## src/rtl/lcd_kpn_pkg.sv

```systemverilog
// lcd_kpn_pkg: shared word width, page codes and scheduler FSM states
package lcd_kpn_pkg;
   localparam int WORD_W = 16;
   localparam logic [1:0] PAGE_NONE    = 2'd0;
   localparam logic [1:0] PAGE_ENTRY   = 2'd1;
   localparam logic [1:0] PAGE_OUTPUTS = 2'd2;
   typedef enum logic [2:0] {
      S_IDLE, S_E_STROBE, S_E_WAIT, S_O1_STROBE, S_O1_WAIT, S_O2_STROBE, S_O2_WAIT, S_DWELL
   } state_t;
endpackage

```

## src/rtl/lcd_page_scheduler_if.sv

```systemverilog
// lcd_page_scheduler_if: producer handshakes and LCD writer signals of the page scheduler
interface lcd_page_scheduler_if;
   import lcd_kpn_pkg::*;
   logic              entry_valid, entry_ready;
   logic [WORD_W-1:0] entry_data;
   logic              out1_valid, out1_ready;
   logic [WORD_W-1:0] out1_data;
   logic              out2_valid, out2_ready;
   logic [WORD_W-1:0] out2_data;
   logic              writer_done;
   logic              show_entry_1, show_output_1, show_output_2;
   logic [WORD_W-1:0] entry_1, output_1, output_2;
   logic [1:0]        page;
   logic              timeout_err;
   modport master (
      output entry_valid, entry_data, out1_valid, out1_data, out2_valid, out2_data, writer_done,
      input  entry_ready, out1_ready, out2_ready, show_entry_1, show_output_1, show_output_2,
             entry_1, output_1, output_2, page, timeout_err
   );
   modport slave (
      input  entry_valid, entry_data, out1_valid, out1_data, out2_valid, out2_data, writer_done,
      output entry_ready, out1_ready, out2_ready, show_entry_1, show_output_1, show_output_2,
             entry_1, output_1, output_2, page, timeout_err
   );
endinterface

```

## src/rtl/lcd_hold_reg.sv

```systemverilog
// lcd_hold_reg: single-word valid/ready holding register, pending until its page launches
module lcd_hold_reg
   import lcd_kpn_pkg::*;
(
   input  logic              clock,
   input  logic              reset,
   input  logic              valid,
   input  logic [WORD_W-1:0] data,
   output logic              ready,
   input  logic              launch,
   output logic              pend,
   output logic [WORD_W-1:0] word
);
   logic capture;
   assign ready   = !pend;
   assign capture = valid && !pend;
   always_ff @(posedge clock or negedge reset)
      if (!reset) begin
         pend <= 1'b0;
         word <= '0;
      end else begin
         pend <= capture || (pend && !launch);
         if (capture) word <= data;
      end
endmodule

```

## src/rtl/lcd_page_scheduler.sv

```systemverilog
// lcd_page_scheduler: round-robin sharing of the LCD writer between the entry page and the output page
module lcd_page_scheduler
   import lcd_kpn_pkg::*;
#(
   parameter int DWELL_CYCLES   = 50_000_000,
   parameter int TIMEOUT_CYCLES = 1_000_000,
   parameter int CNT_W          = 26
) (
   input logic clock,
   input logic reset,
   lcd_page_scheduler_if.slave bus
);
   localparam logic [CNT_W-1:0] DWELL_LAST = CNT_W'(DWELL_CYCLES - 1);
   localparam logic [CNT_W-1:0] TMO_LAST   = CNT_W'(TIMEOUT_CYCLES - 1);
   state_t            state, state_nx;
   logic [CNT_W-1:0]  cnt;
   logic              last_out;
   logic              e_pend, o1_pend, o2_pend;
   logic [WORD_W-1:0] e_word, o1_word, o2_word;
   logic              launch_e, launch_o, wait_st, expired, done_go, out_pend, pick_e;
   lcd_hold_reg u_hold_entry (.clock(clock), .reset(reset), .valid(bus.entry_valid), .data(bus.entry_data),
      .ready(bus.entry_ready), .launch(launch_e), .pend(e_pend), .word(e_word));
   lcd_hold_reg u_hold_o1 (.clock(clock), .reset(reset), .valid(bus.out1_valid), .data(bus.out1_data),
      .ready(bus.out1_ready), .launch(launch_o), .pend(o1_pend), .word(o1_word));
   lcd_hold_reg u_hold_o2 (.clock(clock), .reset(reset), .valid(bus.out2_valid), .data(bus.out2_data),
      .ready(bus.out2_ready), .launch(launch_o), .pend(o2_pend), .word(o2_word));
   assign launch_e = state == S_E_STROBE;
   assign launch_o = state == S_O1_STROBE;
   assign wait_st  = state inside {S_E_WAIT, S_O1_WAIT, S_O2_WAIT};
   assign expired  = cnt >= TMO_LAST;
   assign done_go  = wait_st && (bus.writer_done || expired);
   assign out_pend = o1_pend || o2_pend;
   // entry wins when it is the only page waiting or the outputs were shown last
   assign pick_e   = e_pend && (!out_pend || last_out);
   always_comb begin
      state_nx = state;
      case (state)
         S_IDLE:      state_nx = pick_e ? S_E_STROBE : out_pend ? S_O1_STROBE : S_IDLE;
         S_E_STROBE:  state_nx = S_E_WAIT;
         S_E_WAIT:    state_nx = done_go ? S_DWELL : S_E_WAIT;
         S_O1_STROBE: state_nx = S_O1_WAIT;
         S_O1_WAIT:   state_nx = !done_go ? S_O1_WAIT : bus.writer_done ? S_O2_STROBE : S_DWELL;
         S_O2_STROBE: state_nx = S_O2_WAIT;
         S_O2_WAIT:   state_nx = done_go ? S_DWELL : S_O2_WAIT;
         S_DWELL:     state_nx = (cnt >= DWELL_LAST) ? S_IDLE : S_DWELL;
         default:     state_nx = S_IDLE;
      endcase
   end
   always_ff @(posedge clock or negedge reset)
      if (!reset) begin
         state             <= S_IDLE;
         cnt               <= '0;
         last_out          <= 1'b1;
         bus.show_entry_1  <= 1'b0;
         bus.show_output_1 <= 1'b0;
         bus.show_output_2 <= 1'b0;
         bus.entry_1       <= '0;
         bus.output_1      <= '0;
         bus.output_2      <= '0;
         bus.page          <= PAGE_NONE;
         bus.timeout_err   <= 1'b0;
      end else begin
         state             <= state_nx;
         cnt               <= (state_nx != state) ? '0 : (&cnt) ? cnt : cnt + 1'b1;
         bus.show_entry_1  <= launch_e;
         bus.show_output_1 <= launch_o;
         bus.show_output_2 <= state == S_O2_STROBE;
         if (launch_e) bus.entry_1 <= e_word;
         if (launch_o && o1_pend) bus.output_1 <= o1_word;
         if (launch_o && o2_pend) bus.output_2 <= o2_word;
         bus.page <= (state_nx == S_E_STROBE) ? PAGE_ENTRY : (state_nx == S_O1_STROBE) ? PAGE_OUTPUTS : bus.page;
         if (wait_st && expired && !bus.writer_done) bus.timeout_err <= 1'b1;
         if (state == S_DWELL && state_nx == S_IDLE) last_out <= bus.page == PAGE_OUTPUTS;
      end
endmodule

```

## src/flat_wrapper.sv

```systemverilog
// flat-port wrapper written by rule: the top's interface ports become plain ports
module lcd_page_scheduler_flat import lcd_kpn_pkg::*;
#(
   parameter int DWELL_CYCLES   = 50_000_000,
   parameter int TIMEOUT_CYCLES = 1_000_000,
   parameter int CNT_W          = 26
)
  (clock, reset, bus_entry_valid, bus_entry_data, bus_out1_valid, bus_out1_data, bus_out2_valid, bus_out2_data, bus_writer_done, bus_entry_ready, bus_out1_ready, bus_out2_ready, bus_show_entry_1, bus_show_output_1, bus_show_output_2, bus_entry_1, bus_output_1, bus_output_2, bus_page, bus_timeout_err);
  lcd_page_scheduler_if bus_i ();
  input logic clock;
  input logic reset;
  input wire logic [$bits(bus_i.entry_valid)-1:0] bus_entry_valid;
  input wire logic [$bits(bus_i.entry_data)-1:0] bus_entry_data;
  input wire logic [$bits(bus_i.out1_valid)-1:0] bus_out1_valid;
  input wire logic [$bits(bus_i.out1_data)-1:0] bus_out1_data;
  input wire logic [$bits(bus_i.out2_valid)-1:0] bus_out2_valid;
  input wire logic [$bits(bus_i.out2_data)-1:0] bus_out2_data;
  input wire logic [$bits(bus_i.writer_done)-1:0] bus_writer_done;
  output wire logic [$bits(bus_i.entry_ready)-1:0] bus_entry_ready;
  output wire logic [$bits(bus_i.out1_ready)-1:0] bus_out1_ready;
  output wire logic [$bits(bus_i.out2_ready)-1:0] bus_out2_ready;
  output wire logic [$bits(bus_i.show_entry_1)-1:0] bus_show_entry_1;
  output wire logic [$bits(bus_i.show_output_1)-1:0] bus_show_output_1;
  output wire logic [$bits(bus_i.show_output_2)-1:0] bus_show_output_2;
  output wire logic [$bits(bus_i.entry_1)-1:0] bus_entry_1;
  output wire logic [$bits(bus_i.output_1)-1:0] bus_output_1;
  output wire logic [$bits(bus_i.output_2)-1:0] bus_output_2;
  output wire logic [$bits(bus_i.page)-1:0] bus_page;
  output wire logic [$bits(bus_i.timeout_err)-1:0] bus_timeout_err;
  assign bus_i.entry_valid = bus_entry_valid;
  assign bus_i.entry_data = bus_entry_data;
  assign bus_i.out1_valid = bus_out1_valid;
  assign bus_i.out1_data = bus_out1_data;
  assign bus_i.out2_valid = bus_out2_valid;
  assign bus_i.out2_data = bus_out2_data;
  assign bus_i.writer_done = bus_writer_done;
  assign bus_entry_ready = bus_i.entry_ready;
  assign bus_out1_ready = bus_i.out1_ready;
  assign bus_out2_ready = bus_i.out2_ready;
  assign bus_show_entry_1 = bus_i.show_entry_1;
  assign bus_show_output_1 = bus_i.show_output_1;
  assign bus_show_output_2 = bus_i.show_output_2;
  assign bus_entry_1 = bus_i.entry_1;
  assign bus_output_1 = bus_i.output_1;
  assign bus_output_2 = bus_i.output_2;
  assign bus_page = bus_i.page;
  assign bus_timeout_err = bus_i.timeout_err;
  lcd_page_scheduler #(.DWELL_CYCLES(DWELL_CYCLES), .TIMEOUT_CYCLES(TIMEOUT_CYCLES), .CNT_W(CNT_W)) u_core (.clock(clock), .reset(reset), .bus(bus_i));
endmodule
```

## config.mk

```make
export PLATFORM = sky130hd
export DESIGN_NAME = lcd_page_scheduler_flat
export DESIGN_NICKNAME = d
export VERILOG_FILES = /design/src/rtl/lcd_kpn_pkg.sv /design/src/rtl/lcd_page_scheduler_if.sv /design/src/rtl/lcd_hold_reg.sv /design/src/rtl/lcd_page_scheduler.sv /design/src/flat_wrapper.sv
export SDC_FILE = /design/constraint.sdc
export NUM_CORES = 1
export LEC_CHECK = 0
export BUFFER_PORTS_ARGS = -buffer_cell sky130_fd_sc_hd__buf_2
export CAP_MARGIN = 10
export CORE_UTILIZATION = 30
export DETAILED_ROUTE_END_ITERATION = 7
export PLACE_DENSITY = 0.52
export REMOVE_ABC_BUFFERS = 1
export SYNTH_ARGS = -nofsm -noshare
export SYNTH_HDL_FRONTEND = slang
export SYNTH_SLANG_ARGS = --single-unit
```

## constraint.sdc

```tcl
create_clock -name clock -period 4.4 [get_ports clock]
set_input_delay 1.32 -clock clock [delete_from_list [all_inputs] [get_ports clock]]
set_output_delay 1.32 -clock clock [all_outputs]
set_load 0.05 [all_outputs]
```

==> flow_summary.json <==
{
  "yosys_most_used_dff": "sky130_fd_sc_hd__dfrtp_1",
  "end_kind": "flip-flop",
  "wl_um": 12500,
  "die_area_um2": 20100,
  "multi_input_comb_area_um2": 2330,
  "cts_buffers": 17,
  "synth.ff_latch_count": 135,
  "layout_area_overhead_pct": 23.7,
  "register_area_um2": 3380,
  "route.detailed.wl_per_inst_um": 15.2,
  "remaining_drc_errors": 0,
  "synth_sequential_area_ratio": 0.575,
  "synth.yosys.warnings": 0,
  "number_of_cells_traversed_by_the_worst_register_to_register_path": 6,
  "timing.critical_path.fanout_max": 17,
  "worst-setup-path-type": "flip-flop to flip-flop",
  "outcome": "finished, final reports clean",
  "synth_enable_flop_cells": 0,
  "slack_of_the_worst_reg_to_reg_path_ns": 1.69,
  "setup_viol": 0,
  "drtPass1Iterations": 4,
  "vias": 3877,
  "cts_tree": "built",
  "worst-slew-pin-transition_ns": 0.952,
  "yosys.cell_types.count": 54,
  "mapped_avg_cell_area_um2": 13.3,
  "min_delay_worst_endpoint": "u_core.bus.timeout_err",
  "antenna_found_initial": 0,
  "max-clock-path-buffers": 2,
  "final.period_utilization": 0.616,
  "std_cell_rows": 50,
  "postCtsSetupRepairBufs": 0,
  "timing.hold.worst.start": "u_core.bus.timeout_err",
  "globalRoute.totalOverflow": 0,
  "final_layout_size_suffix_gt1_frac": 0.478,
  "total_global_route_track_usage": 0.135,
  "finalCoreUtilization": 0.383,
  "ant_nets": 0,
  "detail_route.vias_per_cell": 4.71,
  "netlist_top_cells_area": "sky130_fd_sc_hd__dfrtp_1 57%, sky130_fd_sc_hd__mux2_2 18%, sky130_fd_sc_hd__a21oi_2 3.0%",
  "hold_class": "flip-flop to flip-flop",
  "cellLeakagePower_nw": 3.43,
  "grt_pass1_wl_um": 21100,
  "post_cts_resized": 0,
  "worstReg2RegStart": "u_core.cnt[7]",
  "grt_setup_unrepaired": "no",
  "async_reset_ff_frac": 1.00,
  "max-cap-violations": 0,
  "r2r-end": "u_core.cnt[13]",
  "grt_pass1_vias": 4119,
  "final_period_minus_worst_setup_slack_ns": 2.71,
  "clock.fmax_ghz": 0.369,
  "inserted_diodes": 0,
  "final_net_count": 606,
  "hold_violations": 0,
  "synth_top_area_share": 0.571,
  "critPathLaunch": "u_core.cnt[7]",
  "postCtsHoldBufs": 0,
  "arrival_ns": 3.04,
  "ctsRootBufferMaster": "sky130_fd_sc_hd__clkbuf_16",
  "power.density_cell_area_nw_per_um2": 443,
  "hpwlAfterDp_um": 8430,
  "gpl.final_weighted_congestion": 0.811,
  "hold_path_depth": 1,
  "yosys.area.top_type": "sky130_fd_sc_hd__dfrtp_1",
  "io-pin-count": 111,
  "clk_pin_slew_ns": 0.06,
  "ir_drop_uv": 264,
  "grt_start_max_net_pins": 97,
  "cts.sinks": 135,
  "cp_data_required_time_ns": 4.72,
  "startpoint_type_of_the_worst_setup_path": "flip-flop",
  "detailedRoute.firstIterationViolations": 225,
  "die_w_um": 142,
  "portBuffers": 110,
  "coreArea_um2": 19000,
  "fin_tns_setup_ns": 0,
  "report.final.slew_viol_count": 0,
  "initial_cell_density_of_the_core": 0.310,
  "cts_max_level": 4,
  "clk_latency_ns": 0.41,
  "nFillCells": 1866,
  "worst_clock_skew_ns": 0.00522,
  "synthesized_area_um2": 5870,
  "synth_cells": 441,
  "maxSlewHeadroom": 0.361,
  "die-height_um": 142
}
cell usage after synthesis (2+ instances only):
cell type and instances:
sky130_fd_sc_hd__nor2b_1 6, sky130_fd_sc_hd__nand2_1 17, sky130_fd_sc_hd__a21boi_1 3, sky130_fd_sc_hd__buf_6 2
sky130_fd_sc_hd__inv_1 7, sky130_fd_sc_hd__a211oi_1 5, sky130_fd_sc_hd__xor2_1 3, sky130_fd_sc_hd__nor3_1 6
sky130_fd_sc_hd__a2111oi_0 3, sky130_fd_sc_hd__buf_12 2, sky130_fd_sc_hd__or3_1 3, sky130_fd_sc_hd__nor4_1 2
sky130_fd_sc_hd__clkbuf_1 14, sky130_fd_sc_hd__mux2_2 96, sky130_fd_sc_hd__dfrtp_1 134, sky130_fd_sc_hd__o21ai_0 5
sky130_fd_sc_hd__nor2_1 11, sky130_fd_sc_hd__buf_1 2, sky130_fd_sc_hd__buf_2 6, sky130_fd_sc_hd__and2_1 2
sky130_fd_sc_hd__a21oi_2 20, sky130_fd_sc_hd__o21a_1 2, sky130_fd_sc_hd__nand3_1 8, sky130_fd_sc_hd__a21oi_1 15
sky130_fd_sc_hd__and3_1 4, sky130_fd_sc_hd__mux2i_1 2, sky130_fd_sc_hd__nor4bb_1 2, sky130_fd_sc_hd__nor3b_1 2
sky130_fd_sc_hd__xnor2_1 18, sky130_fd_sc_hd__and4_1 6, sky130_fd_sc_hd__nand4_1 10
stage by stage:
step	cells	hold WS (ns)	setup slack (ns)	power, mW	area (um^2)
after floorplan	415	0.477	0.880	1.67	5720
after global placement	792	0.481	1.78	1.78	6670
after detailed placement	792	0.481	1.68	1.81	6670
after CTS	823	0.501	1.69	3.28	7260
after global routing	823	0.512	1.57	3.38	7260
final	823	0.482	1.69	3.22	7260
where the power goes:
part           switching (mW)  total, mW  internal, mW
combinational           0.196      0.342         0.145
sequential             0.0747       1.44          1.36
clock                   0.534       1.44         0.905
total                   0.805       3.22          2.41
cell type report:
class                      count  area share
timing repair buffer         117      0.0839
clock buffer                  20      0.0615
multi-input combinational    273       0.320
inverter                       7     0.00362
sequential                   135       0.465
clock inverter                11      0.0205
tap                          260      0.0448
routing by layer:
metal | vias up | GRT usage | wire length, um
met5 | - | 0 | 0
met1 | 1948 | 0.168 | 5650
met4 | 0 | 0.0464 | 125
met3 | 14 | 0.0523 | 797
met2 | 101 | 0.214 | 5910
li1 | 1814 | - | -
flip-flops by register name, indices dropped and copies added, names as in the netlist:
signal and cells:
u_core.u_hold_entry.pend 1, u_core.last_out 1, u_core.bus.show_output_2 1, u_core.bus.show_output_1 1
u_core.bus.page 2, u_core.u_hold_o2.word 16, u_core.bus.output_1 16, u_core.cnt 26
u_core.u_hold_o2.pend 1, u_core.bus.output_2 16, u_core.u_hold_entry.word 16, u_core.u_hold_o1.word 16
u_core.u_hold_o1.pend 1, u_core.state 3, u_core.bus.entry_1 16, u_core.bus.show_entry_1 1
u_core.bus.timeout_err 1
worst max-delay path, stage by stage, from the launching register on:
cell and delay [ns]:
sky130_fd_sc_hd__dfrtp_1 0.45, sky130_fd_sc_hd__or4_4 0.58, sky130_fd_sc_hd__a2111oi_4 0.33, sky130_fd_sc_hd__o2bb2ai_1 0.14, sky130_fd_sc_hd__or3_1 0.60, sky130_fd_sc_hd__buf_4 0.34
sky130_fd_sc_hd__a2bb2oi_1 0.18
logic make-up (layout without fill, tap and decap cells):
group,count (synthesis),in the layout,share of synthesized area
simple gates,84,84,0.0820
compound gates,68,68,0.0893
mux,99,99,0.189
fa+ha+maj,1,1,0.00213
buf+inv,33,155,0.0305
flops,135,135,0.575
xor+xnor,21,21,0.0313
cell usage in the layout (no fill, tap or decap), types with 7 or more instances in the layout:
cell type,Yosys,routed
sky130_fd_sc_hd__nand4_1,10,10
sky130_fd_sc_hd__inv_1,7,7
sky130_fd_sc_hd__xnor2_1,18,18
sky130_fd_sc_hd__nand3_1,8,8
sky130_fd_sc_hd__a21oi_1,15,14
sky130_fd_sc_hd__buf_4,0,7
sky130_fd_sc_hd__a21oi_2,20,21
sky130_fd_sc_hd__dfrtp_1,134,134
sky130_fd_sc_hd__nor2_1,11,11
sky130_fd_sc_hd__buf_2,6,109
sky130_fd_sc_hd__nand2_1,17,17
sky130_fd_sc_hd__clkbuf_16,0,17
sky130_fd_sc_hd__mux2_2,96,96
how the worst max path moves through the flow:
stage | cells after the start | slack (ns) | to
floorplan | 4 | 0.88 | u_core.cnt[0]
global placement | 6 | 1.78 | u_core.cnt[1]
detailed placement | 6 | 1.68 | u_core.cnt[0]
CTS | 6 | 1.69 | u_core.cnt[13]
global route | 6 | 1.57 | u_core.cnt[13]
finish | 6 | 1.69 | u_core.cnt[13]
(Power assumes the default switching activity.)
